===== src/rtl/gcore_pkg.sv =====
// gcore_pkg: shared opcode-memory widths and sequencer state encoding.
package gcore_pkg;
    localparam int OPMEM_ADDR_W = 3;
    localparam int OPMEM_DATA_W = 8;
    typedef enum logic [2:0] {ST_IDLE, ST_LOAD, ST_RD_REQ, ST_RD_WAIT, ST_HOLD} opmem_seq_state_t;
endpackage


===== src/rtl/opmem_seq.sv =====
// opmem_seq: loads a byte stream into the opcode memory and replays it over a valid/ready port.
module opmem_seq
    import gcore_pkg::*;
#(
    parameter int ADDR_W = OPMEM_ADDR_W,
    parameter int DATA_W = OPMEM_DATA_W,
    parameter bit LOOP   = 1'b0
) (
    input  logic              clk,
    input  logic              reset,
    input  logic              load_start,
    input  logic              wr_valid,
    input  logic [DATA_W-1:0] wr_data,
    input  logic              wr_last,
    output logic              wr_ready,
    input  logic              run_start,
    input  logic              abort,
    output logic              op_valid,
    output logic [DATA_W-1:0] op_data,
    output logic              op_last,
    input  logic              op_ready,
    output logic              busy,
    output logic [ADDR_W:0]   count,
    output logic              mem_ce,
    output logic              mem_oce,
    output logic              mem_wre,
    output logic [ADDR_W-1:0] mem_ad,
    output logic [DATA_W-1:0] mem_din,
    input  logic [DATA_W-1:0] mem_dout
);
    localparam logic [ADDR_W:0] FULL = (ADDR_W+1)'(2**ADDR_W);

    opmem_seq_state_t  state;
    logic [ADDR_W-1:0] ptr;
    logic              in_load;
    logic              wr_fire;
    logic [ADDR_W:0]   count_nx;

    assign in_load  = state == ST_LOAD;
    assign wr_fire  = in_load && wr_valid;
    assign count_nx = (count == FULL) ? count : count + 1'b1;
    assign wr_ready = in_load;
    assign busy     = state != ST_IDLE;
    assign mem_oce  = 1'b1;
    assign mem_ce   = wr_fire || state == ST_RD_REQ;
    assign mem_wre  = wr_fire;
    assign mem_ad   = ptr;
    assign mem_din  = in_load ? wr_data : '0;

    always_ff @(posedge clk or posedge reset) begin
        if (reset) begin
            state    <= ST_IDLE;
            ptr      <= '0;
            count    <= '0;
            op_valid <= 1'b0;
            op_data  <= '0;
            op_last  <= 1'b0;
        end else begin
            // a write accepted alongside abort still lands, so its bookkeeping must too
            if (wr_fire) begin
                ptr   <= ptr + 1'b1;
                count <= count_nx;
            end
            if (abort) begin
                state    <= ST_IDLE;
                op_valid <= 1'b0;
            end else begin
                case (state)
                    ST_IDLE: begin
                        if (load_start) begin
                            state <= ST_LOAD;
                            count <= '0;
                            ptr   <= '0;
                        end else if (run_start && count != '0) begin
                            state <= ST_RD_REQ;
                            ptr   <= '0;
                        end
                    end
                    ST_LOAD:    state <= (wr_valid && (wr_last || count_nx == FULL)) ? ST_IDLE : ST_LOAD;
                    ST_RD_REQ:  state <= ST_RD_WAIT;
                    ST_RD_WAIT: begin
                        op_data  <= mem_dout;
                        op_last  <= {1'b0, ptr} == count - 1'b1;
                        op_valid <= 1'b1;
                        state    <= ST_HOLD;
                    end
                    ST_HOLD: begin
                        if (op_ready) begin
                            op_valid <= 1'b0;
                            state    <= (op_last && !LOOP) ? ST_IDLE : ST_RD_REQ;
                            ptr      <= op_last ? '0 : ptr + 1'b1;
                        end
                    end
                    default: state <= ST_IDLE;
                endcase
            end
        end
    end
endmodule


===== config.mk =====
export PLATFORM = sky130hd
export DESIGN_NAME = opmem_seq
export DESIGN_NICKNAME = d
export VERILOG_FILES = /design/src/rtl/gcore_pkg.sv /design/src/rtl/opmem_seq.sv
export SDC_FILE = /design/constraint.sdc
export NUM_CORES = 1
export LEC_CHECK = 0
export ABC_AREA = 1
export CORE_MARGIN = 8
export CORE_UTILIZATION = 35
export DETAILED_ROUTE_END_ITERATION = 10
export DONT_BUFFER_PORTS = 1
export PLACE_DENSITY_LB_ADDON = 0.25
export SLEW_MARGIN = 20
export SYNTH_ARGS = -nofsm -noshare
export SYNTH_HDL_FRONTEND = slang
export SYNTH_SLANG_ARGS = --single-unit

===== constraint.sdc =====
create_clock -name clk -period 2 [get_ports clk]
set_input_delay 0.4 -clock clk [delete_from_list [all_inputs] [get_ports clk]]
set_output_delay 0.4 -clock clk [all_outputs]
set_load 0.005 [all_outputs]

; Word level (Yosys, flattened, before mapping)
; Cells that the tools add are included.
[word_totals]
regBits = 20
output_inout_bits = 30
wordCells = 54
[classes]
n_bitwise = 1
n_reduce_logical = 12
n_addsub = 3
eq_ne = 9
mux = 23
[op_table]
columns = operator, n
row1 = $mux 3, 10
row2 = $mux 4, 5
row3 = $pmux 3 s5, 1
row4 = $eq 4x4->1 const B, 2
row5 = $mux 8, 1
row6 = $eq 3x2->1 const B, 2
row7 = $pmux 3 s2, 1
row8 = $reduce_and 2->1, 3
row9 = $reduce_bool 3->1, 2
row10 = $add 4x1->4 const B, 1
row11 = $eq 3x4->1, 1
row12 = $ne 4x4->1 const B, 1
row13 = $reduce_bool 4->1, 1
row14 = $sub 4x1->4 const B, 1
row15 = $add 3x1->3 const B, 1
row16 = $eq 3x1->1 const B, 1
row17 = $eq 3x3->1 const B, 1
row18 = $logic_and 1x1->1, 3
row19 = $logic_not 3->1, 1
row20 = $mux 1, 3
row21 = $ne 3x3->1 const B, 1
row22 = $logic_or 1x1->1, 2
row23 = $mux 2, 1
row24 = $pmux 1 s2, 1
row25 = $not 1->1, 1

; Logic depth before layout (Yosys ltp)
; Gate-level depths: netlist (run 1).
[logic_depth]
word_depth = 8
depth_mapped = 11

; Worst setup path before layout (run 1)
; Ideal clock, no wire load.
[synth_timing]
kind = reg-to-reg
startpoint = register count[0]
endpoint = register state[0]
t_required_ps = 1863
path_slack_ps = 591
n_path_buf = 0
path_stages_with_launch = 12
setup_time_ps = 137
synth_period_minus_slack_ps = 1409
t_arrival_ps = 1272
path_cell_list = dfrtp_1 -> inv_1 -> ha_1 -> nand2_1 -> nand3_1 -> nand2_1 -> nor2_1 -> nand2_1 -> nand2_1 -> nand2_1 -> nand2_1 -> a21oi_1
[synth_via]
elab_chain_cells = 8
elab_cells_between_ends = 13
cone_classes = add/sub: 1 / eq/ne: 3 / mux: 4 / reduce/logical: 5
[synth_rtl]
columns = item, line_no
row1 = "start, declared", opmem_seq.sv:23  ; output logic [ADDR_W:0] count,
row2 = "start signal, assigned", opmem_seq.sv:62  ; count <= count_nx;
row3 = $add 4x1->4 or $eq 4x4->1 (tied branches), opmem_seq.sv:41  ; assign count_nx = (count == FULL) ? count : count + 1'b1;
row4 = $mux 4, opmem_seq.sv:41
row5 = $eq 4x4->1, opmem_seq.sv:79  ; ST_LOAD: state <= (wr_valid && (wr_last || count_nx == FULL)) ? ST_IDLE : ST_LOAD;
row6 = $logic_or 1x1->1, opmem_seq.sv:79
row7 = $logic_and 1x1->1, opmem_seq.sv:79
row8 = $mux 1, opmem_seq.sv:79
row9 = $pmux 3 s5, opmem_seq.sv:68  ; case (state)
row10 = $mux 3, opmem_seq.sv:64  ; if (abort) begin
row11 = "end signal, assigned", opmem_seq.sv:79
row12 = "end signal, assigned", opmem_seq.sv:90  ; state <= (op_last && !LOOP) ? ST_IDLE : ST_RD_REQ;
row13 = "end, declared", opmem_seq.sv:33  ; opmem_seq_state_t state;
; Several ways; a longest one is shown, not always the timed one.
; A chain may end at the register's enable or synchronous reset.

; Final worst setup path (run 1)
[layout_timing]
startpoint = register state[1]
endpoint = output port mem_din[1]
[layout_via]
elab_chain_cells = 2
[layout_rtl]
columns = item, line_no
row1 = $eq 3x1->1, opmem_seq.sv:39  ; assign in_load = state == ST_LOAD;
row2 = via wr_ready, opmem_seq.sv:15  ; output logic wr_ready,
row3 = $mux 8, opmem_seq.sv:48  ; assign mem_din = in_load ? wr_data : '0;
row4 = "end, declared", opmem_seq.sv:28  ; output logic [DATA_W-1:0] mem_din,
; The timed path passes the listed nets, and every way through them passes these cells.

==> qor.csv, run 1 <==
stage,metric,value,unit
drt,first-pass detailed-route iteration total,6,
drt,Post-route DRC,0,
yosys,synth unique cells,26,
sta,clock skew,3.31,ps
global_routing,largest net degree at the start of global routing,21,
cts,CTS root buffer,clkbuf_4,
floorplan,full die area,5710,sq um
yosys,"Cell Area, Synth",1240,sq um
drt,Vias/cell,4.80,
cts,H-Tree Depth,1,
placement,Post-Place Worst Slack,425,ps
worst_setup_path,worst endpoint data arrival time,1410,ps
min_path,Worst Hold Class,in2reg,
final_layout,nets,202,
worst_setup_path,WP data required,1600,ps
sta,Max Fclk,0.553,GHz
floorplan,Die W,75.6,um
sta,Final period util,90.4,%
global_routing,initial antenna violation count,0,
placement,Detail Placement HPWL,2450,um
yosys,Synth Net Count,198,
global_routing,All-Layer GR Usage,10.6,%
yosys,largest area contributor in the netlist,dfrtp_1,
yosys,"top cells by area, synth","dfrtp_1 40%, nand2_1 16%, inv_1 7.9%",
final_layout,"leading cell type in the layout, fill and taps excluded",nand2_1,
final_layout,diodes inserted,0,
sta,crit path time final,1810,ps
cts,clk_lat worst skew,310,ps
worst_setup_path,crit end category,output pin,
power_and_ir_drop,Pleak,0.000734,uW
sta,max-slew violation count,0,
yosys,post-synth top area share,40.3,%
global_routing,number of global-route vias before repair,1016,
yosys,register bit total from synthesis,20,
floorplan,Starting Density,36.9,%
yosys,Syn Inst Count,170,
sta,RSZ-0062 raised after global routing,false,
final_layout,share of layout cells above drive strength 1,9.83,%
drt,First DRT Iteration DRCs,82,
power_and_ir_drop,PwrDens,1330,nW/um^2
yosys,post-synthesis sequential area ratio,40.3,%
sta,final setup fails,0,
run,number of max-cap violations,0,
worst_setup_path,peak fanout along the critical path,8,
sta,worst setup margin,192,ps
global_routing,total grt overflow,0,
drt,routed len/inst,13.8,um
cts,Longest Clk Path Bufs,2,
final_layout,fillcell total,369,
final_layout,most frequent cells in the layout,"53 x nand2_1, 26 x inv_1, 20 x dfrtp_1",
sta,Fin. Hold Viols,0,
power_and_ir_drop,Worst VDD drop,641,uV
placement,gpl congestion,0.809,
floorplan,Core Area,3360,sq um
sta,setup TNS,0,ps
cts,cts repair resizes,0,
global_routing,first-pass GRT wire length,4640,um
floorplan,# rows,21,
outcome,status,completed,
drt,DR vias,1052,
worst_setup_path,critical path type,reg2out,
floorplan,Ports,54,
worst_setup_path,Setup crit start kind,flop,
cts,"Clk pin slew, worst setup/hold paths",110,ps
drt,drt total wl,3030,um
cts,clock buffer count from CTS,3,
floorplan,Die Y-Extent,75.6,um
power_and_ir_drop,Pwr Total,1790,uW
cts,TritonCTS clock tree,yes,
worst_setup_path,Worst R2R Setup Slack,400,ps
placement,port buffer count,0,
final_layout,Layout area overhead,8.46,%
yosys,Syn. warnings,0,
yosys,Avg Inst Size Synth,7.31,sq um
cts,clock sink count,20,
cts,Setup Buffers After CTS,0,
drt,Antenna Violating Nets Remaining,0,
sta,Hold WS,139,ps
==> synth_stat cells <==
cell type / number
clkbuf_1: 1
nand2_2: 1
inv_1: 26
inv_2: 2
clkinv_4: 1
a21oi_2: 1
nand4_1: 4
a211oi_2: 1
buf_4: 2
a21oi_1: 6
o21ai_2: 1
xnor2_1: 3
nand3_1: 5
nand2_1: 53
buf_6: 1
dfrtp_1: 20
nor3_4: 1
nor2_1: 18
nor3_1: 2
conb_1: 1
o22ai_1: 4
xor2_1: 4
nand2_4: 1
o21ai_0: 5
ha_1: 4
nor2_2: 2
==> worst paths after layout <==
kind	start	end	cells after the start
max in group asynchronous	reset	count[1]	3
min in group asynchronous	reset	op_data[4]	3
worst max-delay path	state[1]	mem_din[1]	3
worst max register to register	count[0]	state[0]	11
worst min register to register	op_data[5]	op_data[5]	2
worst min-delay path	abort	state[0]	1
==> flip-flops by register name, indices dropped and copies added, names as in the netlist <==
register,flops
state,3
op_valid,1
mem_ad,3
count,4
op_last,1
op_data,8
==> final cells by class <==
class | instances | area (sq um) | share of cell area (%)
Timing Repair Buffer | 3 | 25.0 | 1.86
Inverter | 29 | 114 | 8.45
Tap cell | 46 | 57.6 | 4.27
Clock buffer | 3 | 22.5 | 1.67
Clock inverter | 1 | 30.0 | 2.23
Multi-Input combinational cell | 117 | 598 | 44.4
Sequential cell | 20 | 500 | 37.1
==> critical path: stages, from the launching register on <==
cell and delay, ps:
dfrtp_1 420, nor3_4 320, inv_1 180, nor2_1 180
==> report_power, final <==
part | switching, uW | total (uW) | leakage, uW | internal [uW]
Combinational | 430 | 706 | 0.000448 | 277
Clock | 133 | 335 | 0.0000279 | 203
Sequential | 197 | 751 | 0.000258 | 554
==> cells by family (layout without fill, tap and decap cells) <==
logic type	count (synthesis)	in the layout	share of synthesized area, %
AO/OA/AOI/OAI	18	18	8.86
XOR/XNOR	7	7	4.93
AND/OR/NAND/NOR	87	87	30.0
adder cells (fa/ha/maj)	4	4	4.03
buffers and inverters	33	36	11.6
other	1	1	0.302
flip-flops	20	20	40.3
==> metal layers <==
| layer | global-route usage, % | wire length [um] | share of wire (%) | up-vias |
|---|---|---|---|---|
| li1 | - | - | - | 530 |
| met1 | 12.0 | 1210 | 40 | 475 |
| met2 | 16.9 | 1390 | 46 | 43 |
| met3 | 6.05 | 402 | 13 | 4 |
| met4 | 2.56 | 22 | 0.73 | 0 |
| met5 | 0 | 0 | 0 | - |
==> what timing repair did <==
item / CTS / global route
hold buffers: 1 / 0
hold endpoints to repair: 20 / 0
setup endpoints to repair: 0 / 3
==> stage by stage <==
step	util, %	instances	instance area, sq um
global route	40.1	219	1350
floorplan	-	170	1240
global placement	38.2	214	1280
finish	40.1	219	1350
CTS	40.1	219	1350
detailed placement	38.2	214	1280
(Power assumes the default switching activity.)
==> run 2: changes to the inputs <==
- CORE_ASPECT_RATIO: unset -> 0.8
- PLACE_DENSITY_LB_ADDON: 0.25 -> unset
- SKIP_CTS_REPAIR_TIMING: unset -> 1
==> qor.csv, run 2 (synthesis results as in run 1) <==
stage,metric,value,unit,change
outcome,status,completed,,unchanged
worst_setup_path,"Largest delay share family, worst path",simple AND/OR/NAND/NOR gates,,unchanged
floorplan,Core Area,3420,sq um,was 3360 sq um
worst_setup_path,crit end category,output pin,,unchanged
drt,Post-route DRC,0,,unchanged
sta,worst setup margin,264,ps,was 192 ps
sta,RSZ-0062 raised after global routing,false,,unchanged
sta,Fin. Hold Viols,0,,unchanged
cts,CTS root buffer,clkbuf_8,,was clkbuf_4
global_routing,largest net degree at the start of global routing,21,,unchanged
worst_setup_path,worst endpoint data arrival time,1340,ps,was 1410 ps
final_layout,Top Registers,"op_data: 8 flops, count: 4 flops",,unchanged
global_routing,initial antenna violation count,0,,unchanged
final_layout,nets,200,,was 202
final_layout,Final Instance Area,1340,sq um,was 1350 sq um
worst_setup_path,CP bufs+invs,1,,unchanged
global_routing,All-Layer GR Usage,10.1,%,was 10.6%
drt,routed wl met3,290,um,was 402 um
drt,uppermost layer routed,met4,,unchanged
drt,Antenna Violating Nets Remaining,0,,unchanged
worst_setup_path,WP data required,1600,ps,about the same
drt,First DRT Iteration DRCs,59,,was 82
worst_setup_path,worst reg2reg path endpoint,state[0],,unchanged
global_routing,total grt overflow,0,,unchanged
worst_setup_path,Reg-to-Reg Start,count[0],,unchanged
worst_setup_path,critical path type,reg2out,,unchanged
sta,Final period util,86.8,%,was 90.4%
run,number of max-cap violations,0,,unchanged
worst_setup_path,Setup crit start kind,flop,,unchanged
floorplan,# rows,19,,was 21
floorplan,Starting Density,36.3,%,was 36.9%
cts,"Clk pin slew, worst setup/hold paths",80,ps,was 110 ps
final_layout,Largest register FFs,8,,unchanged
drt,routed len/inst,13.8,um,about the same
cts,clock sink count,20,,unchanged
drt,first-pass detailed-route iteration total,4,,was 6
global_routing,number of global-route vias before repair,929,,was 1016
power_and_ir_drop,Pwr Total,1860,uW,was 1790 uW
placement,port buffer count,0,,unchanged
placement,Detail Placement HPWL,2370,um,was 2450 um
floorplan,Ports,54,,unchanged
drt,DR WL met2,1360,um,was 1390 um
cts,TritonCTS clock tree,yes,,unchanged
sta,clock skew,1.96,ps,was 3.31 ps
sta,crit path time final,1740,ps,was 1810 ps
final_layout,"leading cell type in the layout, fill and taps excluded",nand2_1,,unchanged
sta,worst slew pin tran,782,ps,
floorplan,Die W,82.6,um,was 75.6 um
final_layout,Final Core Density,39.3,%,was 40.1%
placement,Post-Place Worst Slack,396,ps,was 425 ps
floorplan,full die area,5720,sq um,was 5710 sq um
global_routing,first-pass GRT wire length,4590,um,was 4640 um
sta,Max-slew headroom,47.8,%,
placement,post-place instance area,1270,sq um,was 1280 sq um
drt,DR vias,1029,,was 1052
final_layout,Layout area overhead,8.16,%,was 8.46%
drt,met1 wire length,1260,um,was 1210 um
power_and_ir_drop,Pleak,0.000732,uW,was 0.000734 uW
drt,drt total wl,2950,um,was 3030 um
final_layout,register with the most flip-flops,op_data,,unchanged
floorplan,Die Y-Extent,69.3,um,was 75.6 um
final_layout,share of layout cells above drive strength 1,9.36,%,was 9.83%
worst_setup_path,biggest cell delay along the critical path,440,ps,was 420 ps
worst_setup_path,R2R depth,11,,unchanged
power_and_ir_drop,Worst VDD drop,448,uV,was 641 uV
sta,Max Fclk,0.576,GHz,was 0.553 GHz
cts,Longest Clk Path Bufs,2,,unchanged
worst_setup_path,peak fanout along the critical path,8,,unchanged
drt,Vias/cell,4.83,,was 4.80
worst_setup_path,"Critical Path, Cell by Cell",nor3_4 -> inv_1 -> nor2_1,,unchanged
sta,setup TNS,0,ps,unchanged
power_and_ir_drop,PwrDens,1390,nW/um^2,was 1330 nW/um^2
sta,final setup fails,0,,unchanged
worst_setup_path,Critical-path top delay cell,dfrtp_1,,unchanged
cts,clock buffer count from CTS,3,,unchanged
placement,gpl congestion,0.799,,was 0.809
cts,clk_lat worst skew,260,ps,was 310 ps
cts,H-Tree Depth,1,,unchanged
final_layout,most frequent cells in the layout,"53 x nand2_1, 26 x inv_1, 20 x dfrtp_1",,unchanged
worst_setup_path,Worst R2R Setup Slack,400,ps,about the same
final_layout,diodes inserted,0,,unchanged
min_path,Worst Hold Class,in2async,,was in2reg
sta,max-slew violation count,0,,unchanged
run 2: cell count changes in the layout (fill, tap and decap cells not counted), sizes merged:
cell	change
dlygate4sd3	-1
buf	-1
run 2: how the worst max path moves through the flow:
stage | startpoint | endpoint | slack, ps | cells past startpoint
2_1_floorplan | count[0] | state[0] | 590 | 11
3_3_place_gp | count[0] | state[0] | 400 | 11
3_5_place_dp | count[0] | state[0] | 400 | 11
4_1_cts | state[2] | mem_din[1] | 220 | 3
5_1_grt | state[2] | mem_din[7] | 130 | 3
6_report | state[2] | mem_din[1] | 260 | 3
run 2: report_power, final:
part	switching (uW)	internal [uW]	leakage [uW]
logic	432	275	0.000439
registers	193	555	0.000258
clock network	140	267	0.0000357
total	765	1100	0.000732
run 2: worst reg2reg max path, stage by stage (launching register included):
cell and delay (ps):
dfrtp_1 490, inv_1 150, ha_1 270, nand2_1 80, nand3_1 60, nand2_1 90, nor2_1 50, nand2_1 80
nand2_1 50, nand2_1 50, nand2_1 50, a21oi_1 130
run 2: metal layers:
layer	GRT usage [%]	vias up
met3	2.59	2
met4	4.02	0
met2	14.9	37
li1	-	523
met5	0	-
met1	13.4	467
run 2: metrics by stage:
step,hold WS [ps],std cells
global route,184,213
detailed placement,467,209
finish,169,213
floorplan,364,170
global placement,466,209
CTS,190,213
run 2: final cells by class:
type	count	area, sq um
sequential	20	500
inverter	29	114
clock buffer	3	41.3
clock inverter	1	30.0
timing repair buffer	1	7.51
tap	42	52.6
fill	369	2080
multi-input combinational	117	598
